**src/rtl/cdb_arbiter_pkg.sv**
```systemverilog
// Shared CDB definitions: result width, ROB tag width, source count and
// the source enumeration used by the CDB scheduler and its consumers.
package cdb_arbiter_pkg;

  localparam int DATA_WIDTH     = 32;
  localparam int ROB_DEPTH_BITS = 4;
  localparam int CDB_NUM_SRC    = 3;

  typedef enum logic [1:0] {
    CDB_ALU    = 2'd0,
    CDB_LOAD   = 2'd1,
    CDB_MULDIV = 2'd2
  } cdb_src_e;

  typedef struct packed {
    logic                      valid;
    logic [ROB_DEPTH_BITS-1:0] tag;
    logic [DATA_WIDTH-1:0]     data;
  } cdb_slot_t;

endpackage

```
**src/rtl/cdb_arbiter_rr.sv**
```systemverilog
// Combinational round-robin picker: first requester at or after ptr,
// ascending with wrap. Reusable for any shared port.
module rr_arbiter #(
  parameter int N = 3
) (
  input  logic [N-1:0]         req,
  input  logic [$clog2(N)-1:0] ptr,
  output logic [N-1:0]         grant,
  output logic [$clog2(N)-1:0] grant_idx,
  output logic                 any_grant
);

  localparam int IW = $clog2(N);

  always_comb begin
    logic [IW-1:0] w_idx;
    grant     = '0;
    grant_idx = '0;
    any_grant = 1'b0;
    w_idx     = '0;
    for (int k = 0; k < N; k++) begin
      w_idx = IW'((int'(ptr) + k) % N);
      if (!any_grant && req[w_idx]) begin
        grant[w_idx] = 1'b1;
        grant_idx    = w_idx;
        any_grant    = 1'b1;
      end
    end
  end

endmodule

```
**src/rtl/cdb_arbiter.sv**
```systemverilog
// Common data bus scheduler: one holding slot per functional unit, a
// round-robin grant per cycle, and a registered broadcast to ROB/RS.
module cdb_arbiter
  import cdb_arbiter_pkg::*;
#(
  parameter int NUM_SRC    = CDB_NUM_SRC,
  parameter int TAG_W      = ROB_DEPTH_BITS,
  parameter int DATA_WIDTH = cdb_arbiter_pkg::DATA_WIDTH
) (
  input  logic                                 clk,
  input  logic                                 rst,
  input  logic                                 flush,
  input  logic [NUM_SRC-1:0]                   src_valid,
  input  logic [NUM_SRC-1:0][TAG_W-1:0]        src_tag,
  input  logic [NUM_SRC-1:0][DATA_WIDTH-1:0]   src_data,
  output logic [NUM_SRC-1:0]                   src_ready,
  output logic                                 cdb_valid,
  output logic [TAG_W-1:0]                     cdb_tag,
  output logic [DATA_WIDTH-1:0]                cdb_data,
  output logic [$clog2(NUM_SRC)-1:0]           cdb_src
);

  localparam int IDX_W = $clog2(NUM_SRC);

  logic [NUM_SRC-1:0]                 r_slot_vld_p0;
  logic [NUM_SRC-1:0][TAG_W-1:0]      r_slot_tag_p0;
  logic [NUM_SRC-1:0][DATA_WIDTH-1:0] r_slot_data_p0;
  logic [IDX_W-1:0]                   r_rr_ptr;

  logic                               r_cdb_vld_p1;
  logic [TAG_W-1:0]                   r_cdb_tag_p1;
  logic [DATA_WIDTH-1:0]              r_cdb_data_p1;
  logic [IDX_W-1:0]                   r_cdb_src_p1;

  logic [NUM_SRC-1:0]                 w_grant;
  logic [IDX_W-1:0]                   w_grant_idx;
  logic                               w_any_grant;
  logic [NUM_SRC-1:0]                 w_ready;
  logic [NUM_SRC-1:0]                 w_accept;
  logic [IDX_W-1:0]                   w_ptr_next;

  rr_arbiter #(
    .N (NUM_SRC)
  ) u_rr (
    .req       (r_slot_vld_p0),
    .ptr       (r_rr_ptr),
    .grant     (w_grant),
    .grant_idx (w_grant_idx),
    .any_grant (w_any_grant)
  );

  // A slot draining this cycle can be refilled at the same edge.
  assign w_ready    = (rst || flush) ? '0 : (~r_slot_vld_p0 | w_grant);
  assign w_accept   = src_valid & w_ready;
  assign w_ptr_next = (w_grant_idx == IDX_W'(NUM_SRC - 1)) ? '0 : w_grant_idx + 1'b1;

  // Stage p0: holding slots (payload needs no reset, validity does)
  always_ff @(posedge clk) begin
    for (int i = 0; i < NUM_SRC; i++) begin
      if (w_accept[i]) begin
        r_slot_tag_p0[i]  <= src_tag[i];
        r_slot_data_p0[i] <= src_data[i];
      end
    end
  end

  // Stage p1: slot bookkeeping, pointer and broadcast register
  always_ff @(posedge clk) begin
    if (rst) begin
      r_slot_vld_p0 <= '0;
      r_rr_ptr      <= '0;
      r_cdb_vld_p1  <= 1'b0;
      r_cdb_tag_p1  <= '0;
      r_cdb_data_p1 <= '0;
      r_cdb_src_p1  <= '0;
    end else if (flush) begin
      r_slot_vld_p0 <= '0;
      r_rr_ptr      <= '0;
      r_cdb_vld_p1  <= 1'b0;
    end else begin
      r_slot_vld_p0 <= (r_slot_vld_p0 & ~w_grant) | w_accept;
      r_cdb_vld_p1  <= w_any_grant;
      if (w_any_grant) begin
        r_rr_ptr      <= w_ptr_next;
        r_cdb_tag_p1  <= r_slot_tag_p0[w_grant_idx];
        r_cdb_data_p1 <= r_slot_data_p0[w_grant_idx];
        r_cdb_src_p1  <= w_grant_idx;
      end
    end
  end

  assign src_ready = w_ready;
  assign cdb_valid = r_cdb_vld_p1;
  assign cdb_tag   = r_cdb_tag_p1;
  assign cdb_data  = r_cdb_data_p1;
  assign cdb_src   = r_cdb_src_p1;

endmodule

```
**config.mk**
```make
export PLATFORM = sky130hd
export DESIGN_NAME = cdb_arbiter
export DESIGN_NICKNAME = d
export VERILOG_FILES = /design/src/rtl/cdb_arbiter_pkg.sv /design/src/rtl/cdb_arbiter_rr.sv /design/src/rtl/cdb_arbiter.sv
export SDC_FILE = /design/constraint.sdc
export NUM_CORES = 1
export LEC_CHECK = 0
export ABC_AREA = 0
export CAP_MARGIN = 20
export CORE_MARGIN = 1
export CORE_UTILIZATION = 54
export DETAILED_ROUTE_END_ITERATION = 12
export PLACE_DENSITY = 0.86
export SKIP_CTS_REPAIR_TIMING = 1
export SYNTH_ARGS = -nofsm -noshare
export SYNTH_HDL_FRONTEND = slang
export SYNTH_SLANG_ARGS = --single-unit
```
**constraint.sdc**
```tcl
create_clock -name clk -period 7 [get_ports clk]
set_input_delay 0.7 -clock clk [delete_from_list [all_inputs] [get_ports clk]]
set_output_delay 0.7 -clock clk [all_outputs]
set_load 0.05 [all_outputs]
```
Word level (Yosys, flattened, before mapping)
Cells that the tools add are included.

Register bits after elaboration: 152. Input port bits: 114. Output and inout port bits: 42.

$add $sub $neg: 3. Divide/modulo/power cells: 3. Order comparisons: 7. Eq/ne operators: 1. Muxes and demuxes: 27. Bitwise gates (word level): 9. Reduce and logical (&&, ||, !) cells: 10.

Operator list (number): binary-select mux 32 bit (select 2 bit) (1); modulo 32 x 3 -> 32 bit, second input constant (2); modulo 3 x 3 -> 32 bit, second input constant (1); two-way mux 32 bit (1); < comparator 2 x 3 -> 1 bit, second input constant (4); two-way mux 3 bit (4); bitwise OR 3 bit (4); two-way mux 1 bit (9); binary-select mux 4 bit (select 2 bit) (1); two-way mux 2 bit (4); AND 3 bit (2); binary-select mux 1 bit (select 2 bit) (3); demux 1 bit (select 2 bit) (3); greater-or-equal comparator 2 x 1 -> 1 bit, second input constant (3); inverter 3 bit (2); logical AND 1 bit (5); two-way mux 4 bit (1); adder 2 x 1 -> 3 bit, second input constant (1); adder 2 x 2 -> 3 bit, second input constant (1); adder 2 x 1 -> 2 bit, second input constant (1); equality test 2 bit, second input constant (1); zero test 1 bit (2); AND reduction 2 bit (1); OR reduction 2 bit (1); other kinds (2) (2).

Depth between registers and ports, before layout
Depth in word-level cells: 14. Depth in mapped cells: 10.

Modules after synthesis
Synthesis repeated with hierarchy kept, for this count alone.

Cell total of the unflattened synthesis: 407. Area total of the unflattened synthesis: 5873.1 um2.

By module, submodules not included: cdb_arbiter (times used 1, cells each 354, area an instance 5525.3 um2, seq. area each 4124.0 um2); rr_arbiter (times used 1, cells each 53, area an instance 347.8 um2, seq. area each 0.0 um2).

Worst setup path after synthesis
Ideal clock, no wire load.

Path kind: reg2reg. Start point: register r_rr_ptr[0]. End point: register r_slot_data_p0[64] in the netlist's numbering (enable). Setup time: 481 ps. Arrival: 4139 ps. Path slack: 2379 ps. Stages on the path, launching flop included: 8. Buffers on the path: 1. Clock period less this slack: 4621 ps. Cell sequence: dfxtp_1 -> inv_1 -> ha_1 -> buf_2 -> o21ai_0 -> mux2i_1 -> o21a_1 -> nor3b_1.

Word-level cells in the longest chain between the ends: 13. Elaborated cells on any way between the ends: 40. Classes of those cells: add/sub (2); div (3); order compare (6); mux (18); bitwise (4); reduce/logical (7).

Ends and longest elaborated chain: start: declaration (RTL line cdb_arbiter.sv:28) `logic [IDX_W-1:0] r_rr_ptr;`; start signal: assignment (RTL line cdb_arbiter.sv:84) `r_rr_ptr <= w_ptr_next;`; adder 2 x 1 -> 3 bit or modulo 3 x 3 -> 32 bit (tied branches) (RTL line cdb_arbiter_rr.sv:22) `w_idx = IW'((int'(ptr) + k) % N);`; modulo 32 x 3 -> 32 bit (tied with other cells) (RTL line cdb_arbiter_rr.sv:22); < comparator 2 x 3 -> 1 bit (implied by the code) (tied with other cells) (RTL line cdb_arbiter_rr.sv:24) `grant[w_idx] = 1'b1;`; logical AND 1 bit (implied by the code) (tied with other cells) (RTL line cdb_arbiter_rr.sv:24); two-way mux 1 bit (implied by the code) (tied with other cells) (RTL line cdb_arbiter_rr.sv:24); demux 1 bit (select 2 bit) (tied with other cells); bitwise OR 3 bit (no source line) or two-way mux 1 bit (tied branches); two-way mux 3 bit or zero test 1 bit (tied branches) (RTL line cdb_arbiter_rr.sv:23) `if (!any_grant && req[w_idx]) begin`; bitwise OR 3 bit (no source line) or logical AND 1 bit (tied branches); two-way mux 3 bit * (RTL line cdb_arbiter_rr.sv:23); bitwise OR 3 bit * (RTL line cdb_arbiter.sv:53) `assign w_ready = (rst || flush) ? '0 : (~r_slot_vld_p0 | w_grant);`; two-way mux 3 bit * (RTL line cdb_arbiter.sv:53); AND 3 bit * (RTL line cdb_arbiter.sv:54) `assign w_accept = src_valid & w_ready;`; named net w_accept[2] (RTL line cdb_arbiter.sv:39) `logic [NUM_SRC-1:0] w_accept;`; end signal: indexed assignment (RTL line cdb_arbiter.sv:62) `r_slot_data_p0[i] <= src_data[i];`; end: declaration (RTL line cdb_arbiter.sv:27) `logic [NUM_SRC-1:0][DATA_WIDTH-1:0] r_slot_data_p0;`.

The timed path passes the listed nets; every way through them passes the cells marked *. The select of a mux whose other input is x is not followed. A chain may end at the register's enable or synchronous reset.

Final worst setup path
Start point: register r_rr_ptr[0]. End point: output src_ready[0].

Word-level cells in the longest chain between the ends: 12. Elaborated cells on any way between the ends: 39. Classes of those cells: add/sub (2); div (3); order compare (6); mux (18); bitwise (3); reduce/logical (7).

Ends and longest elaborated chain: adder 2 x 1 -> 3 bit or modulo 3 x 3 -> 32 bit (tied branches) (RTL line cdb_arbiter_rr.sv:22); modulo 32 x 3 -> 32 bit (tied with other cells) (RTL line cdb_arbiter_rr.sv:22); < comparator 2 x 3 -> 1 bit (implied by the code) (tied with other cells) (RTL line cdb_arbiter_rr.sv:24); logical AND 1 bit (implied by the code) (tied with other cells) (RTL line cdb_arbiter_rr.sv:24); two-way mux 1 bit (implied by the code) (tied with other cells) (RTL line cdb_arbiter_rr.sv:24); demux 1 bit (select 2 bit) (tied with other cells); bitwise OR 3 bit (no source line) or two-way mux 1 bit (tied branches); two-way mux 3 bit or zero test 1 bit (tied branches) (RTL line cdb_arbiter_rr.sv:23); bitwise OR 3 bit (no source line) or logical AND 1 bit (tied branches); two-way mux 3 bit * (RTL line cdb_arbiter_rr.sv:23); bitwise OR 3 bit * (RTL line cdb_arbiter.sv:53); two-way mux 3 bit * (RTL line cdb_arbiter.sv:53); end: declaration (RTL line cdb_arbiter.sv:16) `output logic [NUM_SRC-1:0] src_ready,`.

Mark *: on every way between the ends. The rest lies on a longest branch, timed or not. The select of a mux whose other input is x is not followed.

==> metrics.md <==
| Metric | Value |
|---|---|
| Die ar. | `roughly 13000 sq um` |
| CTS max path bufs | `2` |
| Core footprint | `around 12000 sq um` |
| HP Start | `cdb_src[1]$_SDFFE_PP0P_` |
| Initial core utilization | `0.552` |
| Status | `completed` |
| Number of vias per cell | `~6` |
| Post-synthesis compound-gate area fraction | `0.231` |
| Endpoint class of the critical path | `output port` |
| Final #Nets | `approximately 750` |
| Clock slew at reported path FFs | `~0.06 ns` |
| Crit share post-route | `0.584` |
| Largest delay share family, worst path | `buffers and inverters` |
| Data required, critical path | `around 6.3 ns` |
| DIE HEIGHT | `113 um` |
| Die width | `113 um` |
| Syn avg cell area | `about 13 sq um` |
| Pre-CTS WS | `between 3 and 4 ns` |
| Relative slew slack | `0.234` |
| Total grt overflow | `0` |
| R2r endpoint | `r_slot_data_p0[7]$_DFFE_PP_` |
| VDD IR max | `around 0.00025 V` |
| Setup slack after layout | `2.91 ns` |
| Worst Hold End | `cdb_src[1]$_SDFFE_PP0P_` |
| CP Cell Sequence | `inv_1, ha_1, nor2b_1, o2bb2ai_1, a221oi_1, o21ai_0, and2_1, clkdlybuf4s50_1` |
| GP Congestion | `approximately 0.83` |
| Drt drc | `0` |
| Largest fanout on the critical path | `13` |
| Total GRT Usage | `0.261` |
| Multiplexer area fraction after synthesis | `0.00607` |
| Critical path class | `flop to output port` |
| Final Hold Fails | `0` |
| Synthesized instance count | `around 500` |
| Max-Cap Viols | `0` |
| Initial antenna violation count | `0` |
| Fin. max-slew vios | `0` |
| # port buffers | `approximately 160` |
| FMAX | `~240 MHz` |
| Htree depth | `4` |
| Worst Clk Skew | `0.00752 ns` |
| Sequential area share after synthesis | `0.625` |
| Hold slack final | `0.489 ns` |
| Slowest CP cell | `clkdlybuf4s50_1` |
| Syn_nets | `616` |
| Xor/xnor share of the synthesized area | `0` |
| Post-Synth Simple-Gate Area | `0.0861` |
| Drt first pass iters | `5` |
| CP arrival | `3.39 ns` |
| Root buffer cell | `clkbuf_16` |
| Ports | `approximately 160` |
| Most common cell after layout, fill and taps aside | `clkdlybuf4s50_1` |
| Wirelength, routed | `16200 um` |
| Buf/Inv on CP | `2` |
| Largest net degree at the start of global routing | `76` |
| Share of cells above drive strength 1 | `0.116` |
| CTS Buf Count | `17` |
| Leak Pwr | `just under 3 nW` |
| Synth Area in Adders | `0.00759` |
| Worst-skew pair later-pin latency | `~0.43 ns` |
| Finished Layout Cells | `787` |
| Hold WC Path Type | `flop to flop` |
| Post-Syn Area | `roughly 6600 sq um` |
| Vias in the first global route | `4763` |
| DP Cell Count | `about 750` |
| Worst R2R Path Depth | `7` |
| Largest family of logic cells by synthesized area | `compound AO/OA/AOI/OAI gates` |
| ANT cells | `0` |
| Critical path startpoint category | `flop` |
| TritonCTS clock tree | `done` |
| Reg2Reg Setup Slack | `3.71 ns` |
| CP peak stage delay | `0.80 ns` |
| Hold Crit Depth | `2` |
| Final setup violation count | `0` |
| Most frequent cells in the layout | `clkdlybuf4s50_1, edfxtp_1, o211ai_1` |
| Min cycle time layout | `a little over 4 ns` |
| Worst r2r src | `r_rr_ptr[0]$_SDFFE_PP0N_` |
| RSZ-0062 raised after global routing | `no` |
| Sink Count | `about 150` |
| Via count | `4771` |
| Slew @ Worst Pin | `between 1 and 1.5 ns` |
| Post-synthesis cell type count | `42` |
| Pwr/cell area | `around 260 nW/um^2` |
| Register bit total from synthesis | `~150` |
| Final setup TNS | `0 ns` |
| WL/cell | `~21 um` |
| Hpwl dp | `10000 um` |
| Area added between synthesis and finish | `32.3%` |
| Rows | `40` |
| Synth Warn # | `0` |
| Starting DRT DRC Count | `297` |
| Global-route wire length before repair | `24600 um` |
| DRT antenna net count | `0` |
## stage by stage
stage | power (mW) | utilization | instance area (sq um)
2_1_floorplan | 1.28 | - | 6600
3_3_place_gp | 1.41 | 0.678 | 8120
3_5_place_dp | 1.42 | 0.678 | 8120
4_1_cts | 2.29 | 0.726 | 8690
5_1_grt | 2.36 | 0.730 | 8730
6_report | 2.29 | 0.730 | 8730
## worst min-delay path, cell delays in order, from the launching register on
cell and delay [ns]:
dfxtp_1 0.31, o21ai_0 0.07, a21oi_1 0.06
## power by group
part           switching (mW)  internal [mW]  total (mW)
Sequential             0.0206           1.01        1.03
Clock                   0.344          0.537       0.881
Combinational           0.222          0.155       0.377
Total                   0.587           1.70        2.29
## state kept, by name (all words and copies together) (netlist names)
register        cells
r_slot_data_p0     96
cdb_data           32
r_slot_tag_p0      12
cdb_tag             4
r_slot_vld_p0       3
cdb_src             2
r_rr_ptr            2
cdb_valid           1
## logic make-up after synthesis
kind of cell / after synthesis
flip-flops: 152
adder cells (fa/ha/maj): 4
AO/OA/AOI/OAI: 173
multiplexers: 4
AND/OR/NAND/NOR: 108
buffers and inverters: 57
## synthesized netlist by cell type (all sizes together)
cell / number / area (sq um)
or2: 1 / 6.26
a221oi: 1 / 8.76
edfxtp: 108 / 3240
ha: 4 / 50.1
nand3b: 3 / 22.5
a311oi: 37 / 505
a21oi: 5 / 25.0
clkbuf: 23 / 87.6
inv: 6 / 22.5
nor3: 1 / 5.00
nand2b: 3 / 18.8
a22oi: 2 / 20.0
nand3: 1 / 5.00
o31a: 1 / 8.76
and2: 4 / 25.0
o41a: 1 / 21.3
o211ai: 72 / 541
o211a: 2 / 20.0
nand2: 6 / 30.0
a21boi: 36 / 270
mux2i: 4 / 40.0
nor3b: 2 / 15.0
and2b: 1 / 7.51
o21ai: 7 / 35.0
nor2b: 5 / 31.3
a21o: 2 / 15.0
buf: 28 / 181
nor4: 2 / 12.5
and3: 37 / 231
dfxtp: 44 / 881
nor2: 42 / 158
o21a: 6 / 45.0
o2bb2ai: 1 / 8.76
## how the worst max path moves through the flow
stage / from / to / slack, ns / depth (start not counted)
after floorplan: r_rr_ptr[0]$_SDFFE_PP0N_ / r_slot_data_p0[64]$_DFFE_PP_ / 2.38 / 7
after global placement: r_rr_ptr[0]$_SDFFE_PP0N_ / src_ready[0] / 3.64 / 8
after detailed placement: r_rr_ptr[0]$_SDFFE_PP0N_ / src_ready[0] / 3.41 / 8
after CTS: r_rr_ptr[0]$_SDFFE_PP0N_ / src_ready[0] / 2.95 / 8
after global routing: r_rr_ptr[0]$_SDFFE_PP0N_ / src_ready[0] / 2.72 / 8
final: r_rr_ptr[0]$_SDFFE_PP0N_ / src_ready[0] / 2.91 / 8
## layout make-up
cell class | instances | area, sq um
Fill cell | 786 | 3230
Clock buffer | 26 | 510
Clock inverter | 6 | 62.6
Timing Repair Buffer | 161 | 1620
Multi-Input combinational cell | 289 | 2210
Sequential cell | 152 | 4120
Tap cell | 147 | 184
Inverter | 6 | 22.5
## routing by layer
metal,track usage,vias to the layer above,share of wire
met5,0,-,0
li1,-,2211,-
met2,0.452,212,0.51
met1,0.310,2319,0.40
met4,0.0933,0,0.018
met3,0.0783,29,0.070
Power figures use the tool's default switching activity.
